<file path="src/rtl/dfx_rp_seq.sv">
// dfx_rp_seq: round-robin partial-reconfiguration sequencer with per-RP decouple, reset and LED gating
module dfx_rp_seq #(
  parameter int N_RP         = 2,
  parameter int DECOUPLE_CYC = 4,
  parameter int RST_HOLD     = 16,
  parameter int TIMEOUT_CYC  = 1000000
) (
  input  logic            clk100,
  input  logic            rstn,
  input  logic [N_RP-1:0] pr_req_i,
  output logic [N_RP-1:0] pr_ack_o,
  output logic            cfg_start_o,
  output logic            cfg_sel_o,
  input  logic            cfg_done_i,
  input  logic            cfg_err_i,
  input  logic            err_clr_i,
  output logic [N_RP-1:0] decouple_o,
  output logic [N_RP-1:0] rp_rst_o,
  input  logic [N_RP-1:0] leds_i,
  output logic [N_RP-1:0] leds_o,
  output logic            busy_o,
  output logic            done_o,
  output logic            err_o
);
  localparam int CW = $clog2(TIMEOUT_CYC + 1);
  localparam logic [2:0] S_IDLE   = 3'd0;
  localparam logic [2:0] S_DEC    = 3'd1;
  localparam logic [2:0] S_LOAD   = 3'd2;
  localparam logic [2:0] S_SETTLE = 3'd3;
  localparam logic [2:0] S_RECPL  = 3'd4;
  localparam logic [2:0] S_FAULT  = 3'd5;
  logic [2:0]      r_state;
  logic [CW-1:0]   r_cnt;
  logic            r_sel, r_ptr, r_start, r_done, r_err;
  logic [N_RP-1:0] r_ack, r_dec, r_rst, r_leds;
  logic            w_gsel;
  // r_ptr holds the RP with priority for the next grant
  assign w_gsel      = pr_req_i[r_ptr] ? r_ptr : ~r_ptr;
  assign busy_o      = r_state != S_IDLE;
  assign cfg_sel_o   = r_sel;
  assign pr_ack_o    = r_ack;
  assign cfg_start_o = r_start;
  assign decouple_o  = r_dec;
  assign rp_rst_o    = r_rst;
  assign leds_o      = r_leds;
  assign done_o      = r_done;
  assign err_o       = r_err;
  always_ff @(posedge clk100 or negedge rstn) begin
    if (!rstn) begin
      r_state <= S_IDLE;
      r_cnt   <= '0;
      r_sel   <= 1'b0;
      r_ptr   <= 1'b0;
      r_start <= 1'b0;
      r_done  <= 1'b0;
      r_err   <= 1'b0;
      r_ack   <= '0;
      r_dec   <= '0;
      r_rst   <= '0;
      r_leds  <= '0;
    end else begin
      r_ack   <= '0;
      r_start <= 1'b0;
      r_done  <= 1'b0;
      r_leds  <= leds_i & ~r_dec;
      case (r_state)
        S_IDLE: if (|pr_req_i) begin
          r_sel          <= w_gsel;
          r_ack[w_gsel]  <= 1'b1;
          r_dec[w_gsel]  <= 1'b1;
          r_cnt          <= '0;
          r_state        <= S_DEC;
        end
        S_DEC: if (r_cnt >= CW'(DECOUPLE_CYC)) begin
          r_rst[r_sel] <= 1'b1;
          r_start      <= 1'b1;
          r_cnt        <= '0;
          r_state      <= S_LOAD;
        end else r_cnt <= r_cnt + CW'(1);
        // error beats a simultaneous done; a done on the last cycle beats the timeout
        S_LOAD: if (cfg_err_i) begin
          r_err   <= 1'b1;
          r_state <= S_FAULT;
        end else if (cfg_done_i) begin
          r_cnt <= '0;
          if (RST_HOLD > 1) r_state <= S_SETTLE;
          else begin
            r_rst[r_sel] <= 1'b0;
            r_state      <= S_RECPL;
          end
        end else if (r_cnt >= CW'(TIMEOUT_CYC - 1)) begin
          r_err   <= 1'b1;
          r_state <= S_FAULT;
        end else r_cnt <= r_cnt + CW'(1);
        S_SETTLE: if (r_cnt >= CW'(RST_HOLD - 2)) begin
          r_rst[r_sel] <= 1'b0;
          r_cnt        <= '0;
          r_state      <= S_RECPL;
        end else r_cnt <= r_cnt + CW'(1);
        S_RECPL: if (r_cnt >= CW'(DECOUPLE_CYC - 1)) begin
          r_dec[r_sel] <= 1'b0;
          r_done       <= 1'b1;
          r_ptr        <= ~r_sel;
          r_state      <= S_IDLE;
        end else r_cnt <= r_cnt + CW'(1);
        // decouple/reset of the failed RP stay set until it reloads successfully
        S_FAULT: if (err_clr_i) begin
          r_err   <= 1'b0;
          r_ptr   <= ~r_sel;
          r_state <= S_IDLE;
        end
        default: r_state <= S_IDLE;
      endcase
    end
  end
endmodule

</file>
<file path="config.mk">
export PLATFORM = sky130hd
export DESIGN_NAME = dfx_rp_seq
export DESIGN_NICKNAME = d
export VERILOG_FILES = /design/src/rtl/dfx_rp_seq.sv
export SDC_FILE = /design/constraint.sdc
export NUM_CORES = 1
export LEC_CHECK = 0
export BUFFER_PORTS_ARGS = -buffer_cell sky130_fd_sc_hd__buf_2
export CAP_MARGIN = 10
export CELL_PAD_IN_SITES_DETAIL_PLACEMENT = 0
export CELL_PAD_IN_SITES_GLOBAL_PLACEMENT = 1
export CORE_MARGIN = 3
export CORE_UTILIZATION = 48
export CTS_CLUSTER_SIZE = 12
export DETAILED_ROUTE_END_ITERATION = 10
export GPL_TIMING_DRIVEN = 1
export PLACE_DENSITY = 0.81
export SLEW_MARGIN = 20
export SYNTH_ARGS = -nofsm -noshare
export SYNTH_HDL_FRONTEND = slang
export SYNTH_SLANG_ARGS = --single-unit
</file>
<file path="constraint.sdc">
create_clock -name clk100 -period 7.78 [get_ports clk100]
set_input_delay 1.556 -clock clk100 [delete_from_list [all_inputs] [get_ports clk100]]
set_output_delay 1.556 -clock clk100 [all_outputs]
set_load 0.005 [all_outputs]
</file>
==> flow_metrics.py, run 1 <==
metrics = {
    "timing": {
        "tns_ps": 0,
        "tightest_slew_ps": 884,
        "hold_viol": 0,
        "fin_skew_ps": 7.70,
        "max_freq_mhz": 322,
        "setup_viol": 0,
        "rsz0062_at_grt": "false",
        "slew_headroom_pct": 40.9,
        "fin_crit_sh_pct": 39.9,
        "period_minus_slack_ps": 3100,
        "drv_slew": 0,
    },
    "clocking": {
        "cts_hold_buf": 0,
        "cts_tree": "done",
        "cts_resized": 0,
        "root_buffer": "clkbuf_8",
        "clock-sinks": 36,
        "clk_latency_ps": 290,
        "path_clk_slew_ps": 80,
        "clock_path_buffers": 2,
        "cts-buffers-inserted": 5,
        "post_cts_buffers": 0,
        "h-tree-depth": 2,
    },
    "global_route": {
        "grt_pass1_wl_um": 8050,
        "grt_overflow_total": 0,
        "grt_pass1_vias": 1687,
        "grtUsageTotal_pct": 19.3,
        "grt_max_degree": 37,
        "antenna_found_initial": 0,
    },
    "route": {
        "vias": 1781,
        "ant_nets": 0,
        "firstDrtPassIters": 4,
        "avgRoutedWirePerCell_um": 15.4,
        "drt_iter0_markers": 101,
        "avgViaCountPerCell": 5.90,
        "remaining_drc_errors": 0,
        "wirelength_um": 4640,
    },
    "synthesis": {
        "synth_most_common_cell": "dfrtp_1",
        "yosys-top-cells-count": "dfrtp_1, nand2_1, nor2_1",
        "yosysWarnings": 0,
        "synthTopCellsByArea": "dfrtp_1, a22o_1, nand2_1",
        "ys_types": 46,
        "synth-main-ff-cell": "dfrtp_1",
        "synth_fp_nets": 245,
        "ys_seq_area_share_pct": 43.1,
        "synthArstFlopShare_pct": 100,
        "yosysTopAreaCell": "dfrtp_1",
        "synth.avg_cell_area_um2": 8.93,
        "yosys.area.top_type_share_pct": 43.1,
        "synth_edf_count": 0,
        "synthCells": 234,
        "synth_area_um2": 2090,
        "ys_seq_elements": 36,
    },
    "pwr": {
        "p_leak_nw": 1.07,
        "p_sw_mw": 0.291,
        "p_int_mw": 0.437,
        "switching_share_pct": 39.9,
        "comb_power_share_pct": 40.7,
        "p_clk_share_pct": 23.0,
        "fin_total_pwr_mw": 0.727,
        "seq_power_share_pct": 36.3,
        "power_density_nw_per_um2": 316,
        "peakVddDrop_uv": 172,
    },
    "finish": {
        "drive_gt1_share_pct": 16.3,
        "finalNetCount": 262,
        "fill_cells": 391,
        "antenna_cells": 0,
        "synthToLayoutAreaGrowth_pct": 10.2,
    },
    "place": {
        "gp_congestion": 0.786,
        "numPortBuffers": 21,
        "dp_hpwl_um": 3200,
    },
    "critical_path": {
        "worstPathArrival_ps": 3340,
        "end_kind": "flop",
        "critical_path.startpoint_type": "primary input",
        "crit_type": "primary input to flop",
        "required_ps": 8010,
        "critPathMaxFanout": 25,
        "r2r_cells": 7,
    },
    "status": {
        "outcome": "finished clean",
    },
    "job": {
        "maxCapViolCount": 0,
    },
    "floorplan": {
        "die_width_um": 72.0,
        "rows": 23,
        "dieArea_um2": 5180,
        "fp.dieH_um": 72.0,
        "start_util_pct": 51.1,
        "core_area_um2": 4090,
        "ioPinCount": 22,
    },
    "worst_hold_path": {
        "hp-class": "flop to flop",
        "hold_path_depth": 1,
    },
}
cell families (layout without fill, tap and decap cells):
kind of cell	after synthesis	after routing	share of synthesized area (%)
and+or+nand+nor	108	108	27.2
AOI/OAI and AO/OA	67	67	22.9
DFF	36	36	43.1
buffers and inverters	21	39	5.51
adders and majority gates	2	2	1.20
sequential cells by signal, indices dropped and copies added, names as in the netlist, named ones only:
name / cells
err_o: 1
cfg_start_o: 1
leds_o: 2
decouple_o: 2
r_ptr: 1
r_cnt: 20
r_state: 3
cfg_sel_o: 1
done_o: 1
pr_ack_o: 2
worst max-delay path, stage by stage:
cell	delay, ps
buf_2	120
a41oi_1	320
o32ai_2	140
buf_4	240
nor2_1	710
a22o_2	250
area by class of cell:
type,instances,area [um^2],area share [%]
clock buffer,5,68.8,2.99
clock inverter,3,42.5,1.85
inverter,9,33.8,1.47
multi-input combinational,177,1080,47.0
sequential,36,901,39.1
tap,50,62.6,2.72
timing repair buffer,22,113,4.89
worst paths after layout:
kind / from / to / slack, ps
max reg2reg: r_cnt[7]$_DFFE_PN0P_ / r_cnt[5]$_DFFE_PN0P_ / 4890
min: decouple_o[0]$_DFFE_PN0P_ / leds_o[0]$_DFF_PN0_ / 450
min in group asynchronous: rstn / r_state[0]$_DFFE_PN0P_ / 1340
min reg2reg: decouple_o[0]$_DFFE_PN0P_ / leds_o[0]$_DFF_PN0_ / 450
max in group asynchronous: rstn / r_cnt[12]$_DFFE_PN0P_ / 5920
max: cfg_err_i / r_cnt[5]$_DFFE_PN0P_ / 4680
cells in the final DEF (no fill, tap or decap), drive strengths merged, types with 5 or more instances in the layout:
master,count
nand3,8
nand2,27
buf,22
nand2b,7
nand4,5
nor2,26
or4,5
nor3,12
a22o,13
inv,9
clkbuf,5
a21o,10
dfrtp,36
o21ai,19
a21oi,5
through the flow:
| stage | setup slack (ps) | utilization [%] | std cells | instance area [um^2] | hold WS [ps] |
|---|---|---|---|---|---|
| finish | 4680 | 56.3 | 302 | 2300 | 449 |
| global route | 4440 | 56.3 | 302 | 2300 | 457 |
| CTS | 4640 | 56.3 | 302 | 2300 | 448 |
| detailed placement | 4340 | 53.6 | 294 | 2190 | 446 |
| global placement | 4380 | 53.6 | 294 | 2190 | 429 |
| floorplan | 4780 | - | 234 | 2090 | 441 |
routing by layer:
layer,share of wire (%),GRT usage [%]
met4,0.99,3.76
met1,48,26.2
met5,0,0
met3,3.5,4.71
met2,47,31.4
power by group through the flow:
stage          clock network (mW)  registers [mW]  logic [mW]
2_1_floorplan                   0           0.250       0.249
3_3_place_gp                    0           0.268       0.298
3_5_place_dp                    0           0.268       0.299
4_1_cts                     0.170           0.264       0.301
5_1_grt                     0.178           0.270       0.337
6_report                    0.167           0.264       0.296
Power figures use the tool's default switching activity.
==> inputs of run 2 (changes only) <==
--- a/config.mk
+++ b/config.mk
@@ -10,11 +10,11 @@
 export CELL_PAD_IN_SITES_DETAIL_PLACEMENT = 0
 export CELL_PAD_IN_SITES_GLOBAL_PLACEMENT = 1
 export CORE_MARGIN = 3
-export CORE_UTILIZATION = 48
+export CORE_UTILIZATION = 44
 export CTS_CLUSTER_SIZE = 12
 export DETAILED_ROUTE_END_ITERATION = 10
 export GPL_TIMING_DRIVEN = 1
-export PLACE_DENSITY = 0.81
+export PLACE_DENSITY = 0.75
 export SLEW_MARGIN = 20
 export SYNTH_ARGS = -nofsm -noshare
 export SYNTH_HDL_FRONTEND = slang
==> constraint.sdc (replaced) <==
create_clock -name clk100 -period 3.1 [get_ports clk100]
set_input_delay 0.62 -clock clk100 [delete_from_list [all_inputs] [get_ports clk100]]
set_output_delay 0.62 -clock clk100 [all_outputs]
set_load 0.005 [all_outputs]
==> run 2 against run 1 <==
Net effect: critical path depth grew 2; via count grew 0.84%; non-clock buffer count grew 6; utilization shrank 3.8 points; flip-flop and latch count is the same; power grew to 2.6 times the previous value; die area grew 8.3%; worst setup slack lost 4100 ps; largest cell class unchanged.
==> flow_metrics.py, run 2 (synthesis gave the netlist of run 1 again) <==
metrics = {
    "status": {
        "outcome": "finished clean",
    },
    "timing": {
        "tns_ps": 0,
        "drv_slew": 0,
        "setup_viol": 0,
        "fin_crit_sh_pct": 82.5,
        "fin_skew_ps": 7.43,
        "max_freq_mhz": 391,
        "hold_viol": 0,
        "rsz0062_at_grt": "false",
        "finalWorstSetupSlack_ps": 541,
        "period_minus_slack_ps": 2560,
        "tightest_slew_ps": 809,
        "hold_slack_ps": 408,
        "slew_headroom_pct": 46.1,
    },
    "clocking": {
        "cts_hold_buf": 0,
        "cts_resized": 0,
        "cts-buffers-inserted": 5,
        "clk_latency_ps": 290,
        "root_buffer": "clkbuf_8",
        "path_clk_slew_ps": 80,
        "clock-sinks": 36,
        "clock_path_buffers": 2,
        "h-tree-depth": 2,
        "post_cts_buffers": 0,
        "cts_tree": "done",
    },
    "finish": {
        "seq_area_um2": 901,
        "mostFrequentLayoutCells": "dfrtp_1, nand2_1, nor2_1, buf_2, o21ai_0",
        "top_regs": "r_cnt: 20 flops, r_state: 3 flops",
        "multi_input_area_um2": 1080,
        "postLayoutCellArea_um2": 2350,
        "largest_reg_flops": 20,
        "fill_cells": 416,
        "antenna_cells": 0,
        "synthToLayoutAreaGrowth_pct": 12.5,
        "drive_gt1_share_pct": 18.2,
        "regMostFlops": "r_cnt",
        "layout_commonest_cell": "dfrtp_1",
        "finish.utilization_pct": 52.5,
        "layout.cells.non_filler": 310,
        "finalNetCount": 268,
    },
    "route": {
        "remaining_drc_errors": 0,
        "drt_iter0_markers": 56,
        "wl_met1_um": 2260,
        "dr.max_layer_used": "met4",
        "ant_nets": 0,
        "avgRoutedWirePerCell_um": 15.5,
        "avgViaCountPerCell": 5.79,
        "met2WireLength_um": 2340,
        "vias": 1796,
        "firstDrtPassIters": 4,
        "dr_wl_met3_um": 144,
        "wirelength_um": 4800,
    },
    "global_route": {
        "grt_max_degree": 37,
        "grt_pass1_vias": 1723,
        "grtUsageTotal_pct": 19.1,
        "antenna_found_initial": 0,
        "grt_overflow_total": 0,
        "grt_pass1_wl_um": 8180,
    },
    "critical_path": {
        "end_kind": "flop",
        "crit_chain": "or4_1 -> a211oi_1 -> o211a_1 -> o32ai_2 -> buf_4 -> nor2_1 -> buf_4 -> a22o_2",
        "crit_type": "flop to flop",
        "path_delay_family": "simple AND/OR/NAND/NOR gates",
        "cp-startpoint": "r_cnt[7]$_DFFE_PN0P_",
        "cp_slowest_cell": "or4_1",
        "reg2reg_slack_ps": 540,
        "worstPathArrival_ps": 2790,
        "critical_path.startpoint_type": "flop",
        "r2r-start": "r_cnt[7]$_DFFE_PN0P_",
        "path_common_cell": "buf_4",
        "critPathMaxFanout": 14,
        "cp_num_buf_inv": 2,
        "slowest_delay_ps": 530,
        "required_ps": 3330,
    },
    "place": {
        "gp_congestion": 0.787,
        "dp_hpwl_um": 3410,
        "dp_slack_ps": 576,
        "numPortBuffers": 21,
        "placedCellCount": 302,
        "place_area_um2": 2240,
    },
    "pwr": {
        "peakVddDrop_uv": 334,
        "p_leak_nw": 1.10,
        "fin_total_pwr_mw": 1.90,
        "power_density_nw_per_um2": 807,
    },
    "floorplan": {
        "rows": 24,
        "ioPinCount": 22,
        "die_width_um": 74.9,
        "dieArea_um2": 5610,
        "fp.dieH_um": 74.9,
        "start_util_pct": 46.7,
        "core_area_um2": 4470,
    },
    "job": {
        "maxCapViolCount": 0,
    },
    "worst_hold_path": {
        "hp-class": "primary input to asynchronous set/reset pin",
    },
}
-- run 2: cell types whose count changed in the layout (fill, tap and decap cells not counted) --
cell   before  now
buf_4       1    7
-- run 2: final timing paths --
check	end	depth (start not counted)
worst max-delay path	r_cnt[5]$_DFFE_PN0P_	8
worst min-delay path	r_state[1]$_DFFE_PN0P_	1
worst max register to register	r_cnt[5]$_DFFE_PN0P_	8
worst min register to register	leds_o[0]$_DFF_PN0_	1
max in group asynchronous	r_cnt[3]$_DFFE_PN0P_	1
min in group clk100	leds_o[0]$_DFF_PN0_	1
-- run 2: power by group --
part,leakage [nW],internal [mW],switching [mW]
Sequential,0.476,0.558,0.0800
Combinational,0.568,0.355,0.482
Clock,0.0541,0.238,0.183
-- run 2: cell type report --
class | instances | area share (%)
multi-input cells | 177 | 46.0
flip-flops and latches | 36 | 38.3
repair buffers | 28 | 6.71
clock buffers | 5 | 2.93
well taps | 52 | 2.77
clock inverters | 3 | 1.81
inverters | 9 | 1.44
-- run 2: routing by layer --
metal / vias to the layer above / GRT usage (%)
met2: 29 / 32.1
met4: 0 / 5.53
li1: 894 / -
met5: - / 0
met1: 866 / 24.4
met3: 7 / 4.54
==> inputs of run 3 (changes only) <==
--- a/config.mk
+++ b/config.mk
@@ -10,11 +10,11 @@
 export CELL_PAD_IN_SITES_DETAIL_PLACEMENT = 0
 export CELL_PAD_IN_SITES_GLOBAL_PLACEMENT = 1
 export CORE_MARGIN = 3
-export CORE_UTILIZATION = 44
+export CORE_UTILIZATION = 40
 export CTS_CLUSTER_SIZE = 12
 export DETAILED_ROUTE_END_ITERATION = 10
 export GPL_TIMING_DRIVEN = 1
-export PLACE_DENSITY = 0.75
+export PLACE_DENSITY = 0.72
 export SLEW_MARGIN = 20
 export SYNTH_ARGS = -nofsm -noshare
 export SYNTH_HDL_FRONTEND = slang
==> constraint.sdc (replaced) <==
create_clock -name clk100 -period 2.2 [get_ports clk100]
set_input_delay 0.44 -clock clk100 [delete_from_list [all_inputs] [get_ports clk100]]
set_output_delay 0.44 -clock clk100 [all_outputs]
set_load 0.005 [all_outputs]
==> run 3 against run 2 <==
Net effect: global-route usage increased by 1.9 points; via count increased by 13%; critical path type unchanged; utilization increased by 6.2 points; highest routed layer unchanged.
==> flow_metrics.py, run 3 (synthesis gave the netlist of run 1 again) <==
metrics = {
    "status": {
        "outcome": "finished clean",
    },
    "floorplan": {
        "fp.dieH_um": 78.3,
        "start_util_pct": 42.8,
        "die_width_um": 78.3,
        "ioPinCount": 22,
        "dieArea_um2": 6130,
        "rows": 25,
        "core_area_um2": 4880,
    },
    "place": {
        "placedCellCount": 360,
        "dp_hpwl_um": 4040,
        "gp_congestion": 0.826,
        "numPortBuffers": 21,
    },
    "finish": {
        "layout.cells.non_filler": 376,
        "finalNetCount": 319,
        "mostFrequentLayoutCells": "buf_4, dfrtp_1, nand2_1, nor2_1, buf_2",
        "antenna_cells": 0,
        "drive_gt1_share_pct": 35.6,
        "largest_reg_flops": 20,
        "regMostFlops": "r_cnt",
        "top_regs": "r_cnt: 20 flops, r_state: 3 flops",
        "layout_commonest_cell": "buf_4",
        "synthToLayoutAreaGrowth_pct": 37.1,
    },
    "route": {
        "wirelength_um": 6010,
        "ant_nets": 0,
        "vias": 2027,
        "avgRoutedWirePerCell_um": 16.0,
        "avgViaCountPerCell": 5.39,
        "remaining_drc_errors": 0,
        "firstDrtPassIters": 4,
        "drt_iter0_markers": 125,
    },
    "timing": {
        "fin_crit_sh_pct": 99.4,
        "slew_headroom_pct": 44.7,
        "max_freq_mhz": 457,
        "hold_viol": 0,
        "setup_viol": 0,
        "period_minus_slack_ps": 2190,
        "fin_skew_ps": 5.61,
        "tightest_slew_ps": 829,
        "drv_slew": 0,
        "rsz0062_at_grt": "true",
    },
    "global_route": {
        "grt_pass1_wl_um": 10000,
        "grtUsageTotal_pct": 21.0,
        "grt_max_degree": 37,
        "grt_pass1_vias": 1986,
        "grt_overflow_total": 0,
        "antenna_found_initial": 0,
    },
    "critical_path": {
        "required_ps": 2390,
        "critical_path.startpoint_type": "flop",
        "crit_type": "flop to flop",
        "end_kind": "flop",
        "worstPathArrival_ps": 2380,
        "critPathMaxFanout": 6,
        "r2r_cells": 7,
    },
    "job": {
        "maxCapViolCount": 0,
    },
    "clocking": {
        "clk_latency_ps": 300,
        "clock-sinks": 36,
        "cts_tree": "done",
        "root_buffer": "clkbuf_8",
        "clock_path_buffers": 2,
        "cts-buffers-inserted": 5,
        "h-tree-depth": 2,
        "cts_hold_buf": 0,
        "path_clk_slew_ps": 80,
    },
    "pwr": {
        "p_leak_nw": 1.37,
        "fin_total_pwr_mw": 3.21,
        "power_density_nw_per_um2": 1120,
        "peakVddDrop_uv": 612,
    },
    "worst_hold_path": {
        "hp-class": "primary input to asynchronous set/reset pin",
    },
}
==> run 3: cell types whose count changed in the layout (fill, tap and decap cells not counted), moves of 2 or more <==
cell | previous run | this run
or4_1 | 2 | 0
buf_6 | 0 | 2
buf_4 | 7 | 55
a211oi_1 | 2 | 0
o32ai_4 | 0 | 2
or4_4 | 2 | 4
o21ai_1 | 0 | 4
o21ai_0 | 19 | 15
a211oi_2 | 0 | 2
==> run 3: worst paths after layout <==
path	startpoint	endpoint	slack [ps]
min reg2reg	decouple_o[0]$_DFFE_PN0P_	leds_o[0]$_DFF_PN0_	450
min	rstn	pr_ack_o[1]$_DFF_PN0_	240
max reg2reg	r_cnt[11]$_DFFE_PN0P_	r_cnt[11]$_DFFE_PN0P_	10
max in group asynchronous	rstn	r_cnt[13]$_DFFE_PN0P_	1440
min in group clk100	leds_i[0]	leds_o[0]$_DFF_PN0_	370
max	r_cnt[11]$_DFFE_PN0P_	r_cnt[11]$_DFFE_PN0P_	10
==> run 3: cell type report <==
class	count	area, um^2
fillers	442	2010
multi-input cells	178	1190
flip-flops and latches	36	901
repair buffers	78	541
well taps	67	83.8
clock buffers	5	68.8
clock inverters	3	46.3
inverters	9	33.8
==> run 3: critical path, cell delays in order, from the launching register on <==
cell,delay (ps)
dfrtp_1,410
or4_4,550
a211oi_2,190
o211a_4,230
o32ai_4,130
buf_4,200
o21bai_1,160
a22o_1,210
==> run 3: per-layer routing <==
| metal | track usage [%] | vias up | part of all wire [%] |
|---|---|---|---|
| met3 | 3.78 | 11 | 5.0 |
| met2 | 31.5 | 57 | 45 |
| met4 | 7.34 | 0 | 1.8 |
| li1 | - | 1012 | - |
| met5 | 0 | - | 0 |
| met1 | 30.4 | 947 | 48 |
==> run 3: what timing repair did <==
| action | 4_1_cts | 5_1_grt |
|---|---|---|
| gates resized for setup | 9 | 11 |
| buffers inserted | 6 | 1 |
| pin swaps | 5 | 2 |
| endpoints found under the setup margin | 20 | 27 |
| cloned | 1 | 0 |
==> run 3: metrics by stage <==
stage | TNS (ps) | hold WS [ps] | area (um^2) | worst slack (ps) | utilization (%)
after floorplan | -24.0 | 144 | 2130 | -24.0 | -
after global placement | -2980 | 440 | 2600 | -206 | 53.2
after detailed placement | -4490 | 456 | 2600 | -297 | 53.2
after CTS | -91.8 | 268 | 2800 | -13.6 | 57.4
after global routing | -1610 | 297 | 2870 | -126 | 58.7
final | 0 | 236 | 2870 | 13.7 | 58.7
==> run 3: power breakdown <==
part           switching, mW  total [mW]  internal [mW]
clock                  0.273       0.615          0.342
combinational          0.886        1.73          0.845
sequential            0.0796       0.865          0.786
total                   1.24        3.21           1.97
